`src/rtl/stream_packetizer.sv`:
```
// Stream packetizer: groups every PAYLOAD_LEN input words into a packet led by a
// header beat {HDR_MAGIC, seq}, and flags the final payload beat with o_out_last.
module stream_packetizer #(
  parameter int         WIDTH       = 16,
  parameter int         PAYLOAD_LEN = 8,
  parameter logic [7:0] HDR_MAGIC   = 8'hA5
) (
  input  logic             i_clock,
  input  logic             i_reset_n,
  input  logic [WIDTH-1:0] i_in_data,
  input  logic             i_in_valid,
  output logic             o_in_ready,
  input  logic             i_enable,
  output logic [WIDTH-1:0] o_out_data,
  output logic             o_out_valid,
  output logic             o_out_last,
  input  logic             i_out_ready,
  output logic [WIDTH-9:0] o_seq,
  output logic             o_dbg_state
);

  // Handshake: a word moves on a rising edge only when valid && ready are both high
  // on that interface; the output beat is held stable while o_out_valid && !i_out_ready.
  localparam int SW = WIDTH - 8;
  localparam int CW = (PAYLOAD_LEN > 1) ? $clog2(PAYLOAD_LEN) : 1;
  localparam logic [CW-1:0] LAST_CNT = CW'(PAYLOAD_LEN - 1);

  typedef enum logic {
    ST_IDLE    = 1'b0,
    ST_PAYLOAD = 1'b1
  } state_t;

  state_t           r_state;
  state_t           w_state_nxt;
  logic [CW-1:0]    r_beat_cnt;
  logic [CW-1:0]    w_beat_cnt_nxt;
  logic [SW-1:0]    r_seq;
  logic [SW-1:0]    w_seq_nxt;
  logic [WIDTH-1:0] r_out_data;
  logic             r_out_valid;
  logic             r_out_last;
  logic [WIDTH-1:0] w_load_data;
  logic             w_load;
  logic             w_load_last;
  logic             w_slot_free;
  logic             w_in_ready;

  assign w_slot_free = !r_out_valid || i_out_ready;

  always_comb begin
    w_state_nxt    = r_state;
    w_beat_cnt_nxt = r_beat_cnt;
    w_seq_nxt      = r_seq;
    w_load         = 1'b0;
    w_load_data    = '0;
    w_load_last    = 1'b0;
    w_in_ready     = 1'b0;
    case (r_state)
      ST_IDLE: begin
        // A header is only started when a payload word is already waiting.
        if (i_enable && i_in_valid && w_slot_free) begin
          w_load         = 1'b1;
          w_load_data    = {HDR_MAGIC, r_seq};
          w_beat_cnt_nxt = '0;
          w_state_nxt    = ST_PAYLOAD;
        end
      end
      ST_PAYLOAD: begin
        w_in_ready = w_slot_free;
        if (i_in_valid && w_slot_free) begin
          w_load      = 1'b1;
          w_load_data = i_in_data;
          w_load_last = (r_beat_cnt == LAST_CNT);
          if (w_load_last) begin
            w_seq_nxt      = r_seq + SW'(1);
            w_beat_cnt_nxt = '0;
            w_state_nxt    = ST_IDLE;
          end else begin
            w_beat_cnt_nxt = r_beat_cnt + CW'(1);
          end
        end
      end
      default: w_state_nxt = ST_IDLE;
    endcase
  end

  always_ff @(posedge i_clock or negedge i_reset_n) begin
    if (!i_reset_n) begin
      r_state    <= ST_IDLE;
      r_beat_cnt <= '0;
      r_seq      <= '0;
    end else begin
      r_state    <= w_state_nxt;
      r_beat_cnt <= w_beat_cnt_nxt;
      r_seq      <= w_seq_nxt;
    end
  end

  // Output register: a new load may replace a beat being taken in the same cycle.
  always_ff @(posedge i_clock or negedge i_reset_n) begin
    if (!i_reset_n) begin
      r_out_data  <= '0;
      r_out_valid <= 1'b0;
      r_out_last  <= 1'b0;
    end else if (w_load) begin
      r_out_data  <= w_load_data;
      r_out_valid <= 1'b1;
      r_out_last  <= w_load_last;
    end else if (w_slot_free) begin
      r_out_valid <= 1'b0;
    end
  end

  assign o_in_ready  = w_in_ready;
  assign o_out_data  = r_out_data;
  assign o_out_valid = r_out_valid;
  assign o_out_last  = r_out_last;
  assign o_seq       = r_seq;
  assign o_dbg_state = (r_state == ST_PAYLOAD);

endmodule

```
`config.mk`:
```
export PLATFORM = sky130hd
export DESIGN_NAME = stream_packetizer
export DESIGN_NICKNAME = d
export VERILOG_FILES = /design/src/rtl/stream_packetizer.sv
export SDC_FILE = /design/constraint.sdc
export NUM_CORES = 1
export LEC_CHECK = 0
export CORE_MARGIN = 3
export CORE_UTILIZATION = 45
export CTS_CLUSTER_DIAMETER = 200
export DETAILED_ROUTE_END_ITERATION = 10
export DONT_BUFFER_PORTS = 1
export PLACE_DENSITY_LB_ADDON = 0.2
export SYNTH_ARGS = -nofsm -noshare
export SYNTH_HDL_FRONTEND = slang
export SYNTH_SLANG_ARGS = --single-unit
```
`constraint.sdc`:
```
create_clock -name i_clock -period 1.27 [get_ports i_clock]
set_input_delay 0.1905 -clock i_clock [delete_from_list [all_inputs] [get_ports i_clock]]
set_output_delay 0.1905 -clock i_clock [all_outputs]
set_load 0.01 [all_outputs]
```
==> impl_metrics.json <==
{
  "status": "finished, violations left",
  "violations": "negative setup slack",
  "clk_latency_ns": 0.33,
  "grt_max_degree": 31,
  "clock_path_buffers": 2,
  "wl_per_cell_um": 18.7,
  "synthesis.nets": 133,
  "rows": 19,
  "drcViolationCount": 0,
  "rsz0062_at_grt": "true",
  "antenna_found_initial": 0,
  "cp.required_ns": 1.08,
  "routed_wl_um": 3350,
  "r2r_cells": 4,
  "fin_skew_ns": 0.0133,
  "die_h_um": 60.4,
  "tritoncts": "yes",
  "ys_seq_area_share_pct": 56.3,
  "final_antenna_net_count": 0,
  "die-area_mm2": 0.00365,
  "syn2layout_area_growth_pct": 34.1,
  "viasPerCell": 5.83,
  "fin_crit_sh_pct": 103,
  "root_buffer": "clkbuf_4",
  "die_w_um": 60.4,
  "numCtsBuffers": 5,
  "place_area_mm2": 0.00148,
  "tightest_slew_ns": 0.284,
  "num_antenna_cells": 0,
  "power_density_mw_per_mm2": 1870,
  "syn_inst": 108,
  "grt_pass1_vias": 1109,
  "cp-start-kind": "flip-flop",
  "cap_violations": 0,
  "grt_overflow": 0,
  "end_kind": "primary output",
  "grt_pass1_wl_um": 5020,
  "period_needed_ns": 1.31,
  "min_from": "i_in_data[10]",
  "cts_max_level": 2,
  "fin_util_pct": 64.2,
  "crit_fanout": 6,
  "ioPinCount": 49,
  "min_to": "o_out_data[10]$_DFFE_PN0P_",
  "crit_type": "flip-flop to primary output",
  "hold_violations": 0,
  "core_mm2": 0.00278,
  "cts_sinks": 30,
  "crit_chain": "nand2b_4 -> and2_4 -> buf_6",
  "start_util_pct": 47.9,
  "hold_path.class": "input port to flip-flop",
  "fillerInstances": 200,
  "port_buffers": 0,
  "yosys_warnings": 0,
  "r2r_slack_ns": -0.03,
  "r2r_end": "o_out_data[6]$_DFFE_PN0P_",
  "synth_seq_cells": 30,
  "syn_area_mm2": 0.00133,
  "fin_ws_ns": -0.0375,
  "yosysUniqueCellTypes": 27,
  "synth_area_per_cell_um2": 12.3,
  "ir_worst_vdd_mv": 1.33,
  "grt_usage_pct": 19.6,
  "setup_viol": 4,
  "drt_iter0_drc": 41,
  "vias": 1044,
  "cp.arrival_ns": 1.12,
  "dp_hpwl_um": 2170,
  "slowest_stage": "dfrtp_1",
  "final_nets": 172,
  "clk_pin_slew_ns": 0.10,
  "leakage_uw": 0.000815,
  "gp_congestion": 0.773,
  "final_area_mm2": 0.00179,
  "drt_first_pass_iters": 5,
  "drive_gt1_share_pct": 29.7,
  "r2r_start": "o_out_valid$_DFFE_PN0P_",
  "finalMaxSlewViolations": 0,
  "relSlewSlack_pct": 81.0,
  "cpPeakStageDelay_ns": 0.42,
  "hold_depth": 1,
  "max_freq_ghz": 0.765
}
how the worst max path moves through the flow:
| stage | startpoint | end | slack (ns) | cells after the start |
|---|---|---|---|---|
| floorplan | o_out_valid$_DFFE_PN0P_ | r_beat_cnt[2]$_DFFE_PN0P_ | 0.007 | 5 |
| global placement | r_beat_cnt[1]$_DFFE_PN0P_ | o_seq[7]$_DFFE_PN0P_ | -0.02 | 5 |
| detailed placement | r_beat_cnt[1]$_DFFE_PN0P_ | o_seq[7]$_DFFE_PN0P_ | -0.04 | 5 |
| CTS | o_out_valid$_DFFE_PN0P_ | o_in_ready | -0.05 | 3 |
| global route | o_out_valid$_DFFE_PN0P_ | o_in_ready | -0.09 | 3 |
| finish | o_out_valid$_DFFE_PN0P_ | o_in_ready | -0.04 | 3 |
per-stage QoR:
stage / hold slack, ns / setup WS (ns) / total power (uW) / cells / setup TNS, ns
after CTS: 0.0101 / -0.0546 / 3290 / 177 / -0.0643
after global placement: -0.104 / -0.0179 / 2500 / 151 / -0.0179
final: 0.0211 / -0.0375 / 3340 / 179 / -0.0894
after global routing: 0.0141 / -0.0869 / 3550 / 179 / -0.313
after detailed placement: -0.104 / -0.0361 / 2550 / 151 / -0.0361
after floorplan: -0.105 / 0.00675 / 2190 / 108 / 0
cells in the mapped netlist (all sizes together):
library cell  instances  area (um^2)
a21oi                 2         10.0
a221o                 1         10.0
a22o                  7         61.3
a22oi                 7         52.6
a32oi                 7         61.3
and2                  1         6.26
and3                  5         37.5
and4                  1         10.0
buf                   4         32.5
dfrtp                30          751
ha                    4         50.1
inv                   1         3.75
mux2                  1         11.3
nand2                12         52.6
nand2b                2         20.0
nand3                 3         15.0
nand4                 3         18.8
nor2                  4         17.5
o22a                  5         43.8
or2                   1         6.26
xnor2                 7         61.3
repair_timing:
| item | CTS | global route |
|---|---|---|
| hold endpoints to repair | 45 | 0 |
| endpoints found under the setup margin | 7 | 14 |
| buffers inserted | 1 | 2 |
| gates resized for setup | 5 | 5 |
| pin swaps | 1 | 3 |
| hold buffers | 17 | 0 |
cell usage in the layout (no fill, tap or decap):
cell type / synthesis / layout
a21oi_1: 2 / 2
clkbuf_8: 0 / 1
nand2b_4: 1 / 1
clkbuf_1: 0 / 1
nand2b_1: 1 / 1
nor2_1: 3 / 3
nand3_1: 3 / 2
clkinv_2: 0 / 1
buf_6: 2 / 2
buf_4: 0 / 17
nand4_1: 3 / 3
dfrtp_1: 30 / 30
clkbuf_4: 0 / 5
and4_2: 1 / 1
a22oi_2: 0 / 3
nand2_4: 1 / 1
nand3_2: 0 / 1
a221o_1: 1 / 1
dlygate4sd3_1: 0 / 16
xnor2_1: 7 / 7
ha_4: 0 / 2
a22o_1: 7 / 7
and2_4: 0 / 1
o22a_1: 5 / 5
mux2_2: 1 / 1
nand2_2: 0 / 1
and3_1: 3 / 2
and3_4: 1 / 2
nor2_2: 1 / 1
a22oi_1: 7 / 4
inv_1: 1 / 1
buf_12: 0 / 1
or2_4: 0 / 1
a32oi_1: 7 / 7
nand2_1: 11 / 10
and3_2: 1 / 1
ha_1: 4 / 2
critical path, delay by kind of cell (launching register included):
kind / cells / cell delay [ns]
buf+inv: 1 / 0.09
flops: 1 / 0.42
simple gates: 2 / 0.28
logic make-up (layout without fill, tap and decap cells):
logic type / Yosys count / in the layout / share of synthesized area (%)
DFF: 30 / 30 / 56.3
buffers and inverters: 5 / 45 / 2.72
xor gates and xnor gates: 7 / 7 / 4.60
and+or+nand+nor: 32 / 32 / 13.8
muxes: 1 / 1 / 0.845
adders and majority gates: 4 / 4 / 3.76
AOI/OAI and AO/OA: 29 / 29 / 17.9
power breakdown:
group / total [uW] / switching [uW] / internal (uW)
Clock: 597 / 329 / 268
Sequential: 1630 / 380 / 1250
Combinational: 1120 / 514 / 603
Total: 3340 / 1220 / 2120
area by class of cell:
| cell class | count | area, um^2 | share of cell area [%] |
|---|---|---|---|
| clock inverters | 1 | 5.00 | 0.280 |
| clock buffers | 7 | 55.1 | 3.08 |
| flip-flops and latches | 30 | 751 | 42.0 |
| inverters | 1 | 3.75 | 0.210 |
| multi-input cells | 73 | 603 | 33.8 |
| repair buffers | 36 | 330 | 18.5 |
| well taps | 31 | 38.8 | 2.17 |
sequential cells by signal, summed over array words and instances, names as in the netlist:
| register | cells |
|---|---|
| r_beat_cnt | 3 |
| o_out_data | 16 |
| o_seq | 8 |
| o_dbg_state | 1 |
| o_out_valid | 1 |
| o_out_last | 1 |
per-layer routing:
layer / GRT usage, % / vias up / wire length [um]
met5: 0 / - / 0
met2: 32.7 / 48 / 1720
met3: 6.60 / 4 / 285
met4: 8.36 / 0 / 36
met1: 23.1 / 507 / 1310
li1: - / 485 / -
No activity file was read; power rests on OpenSTA's default activity.
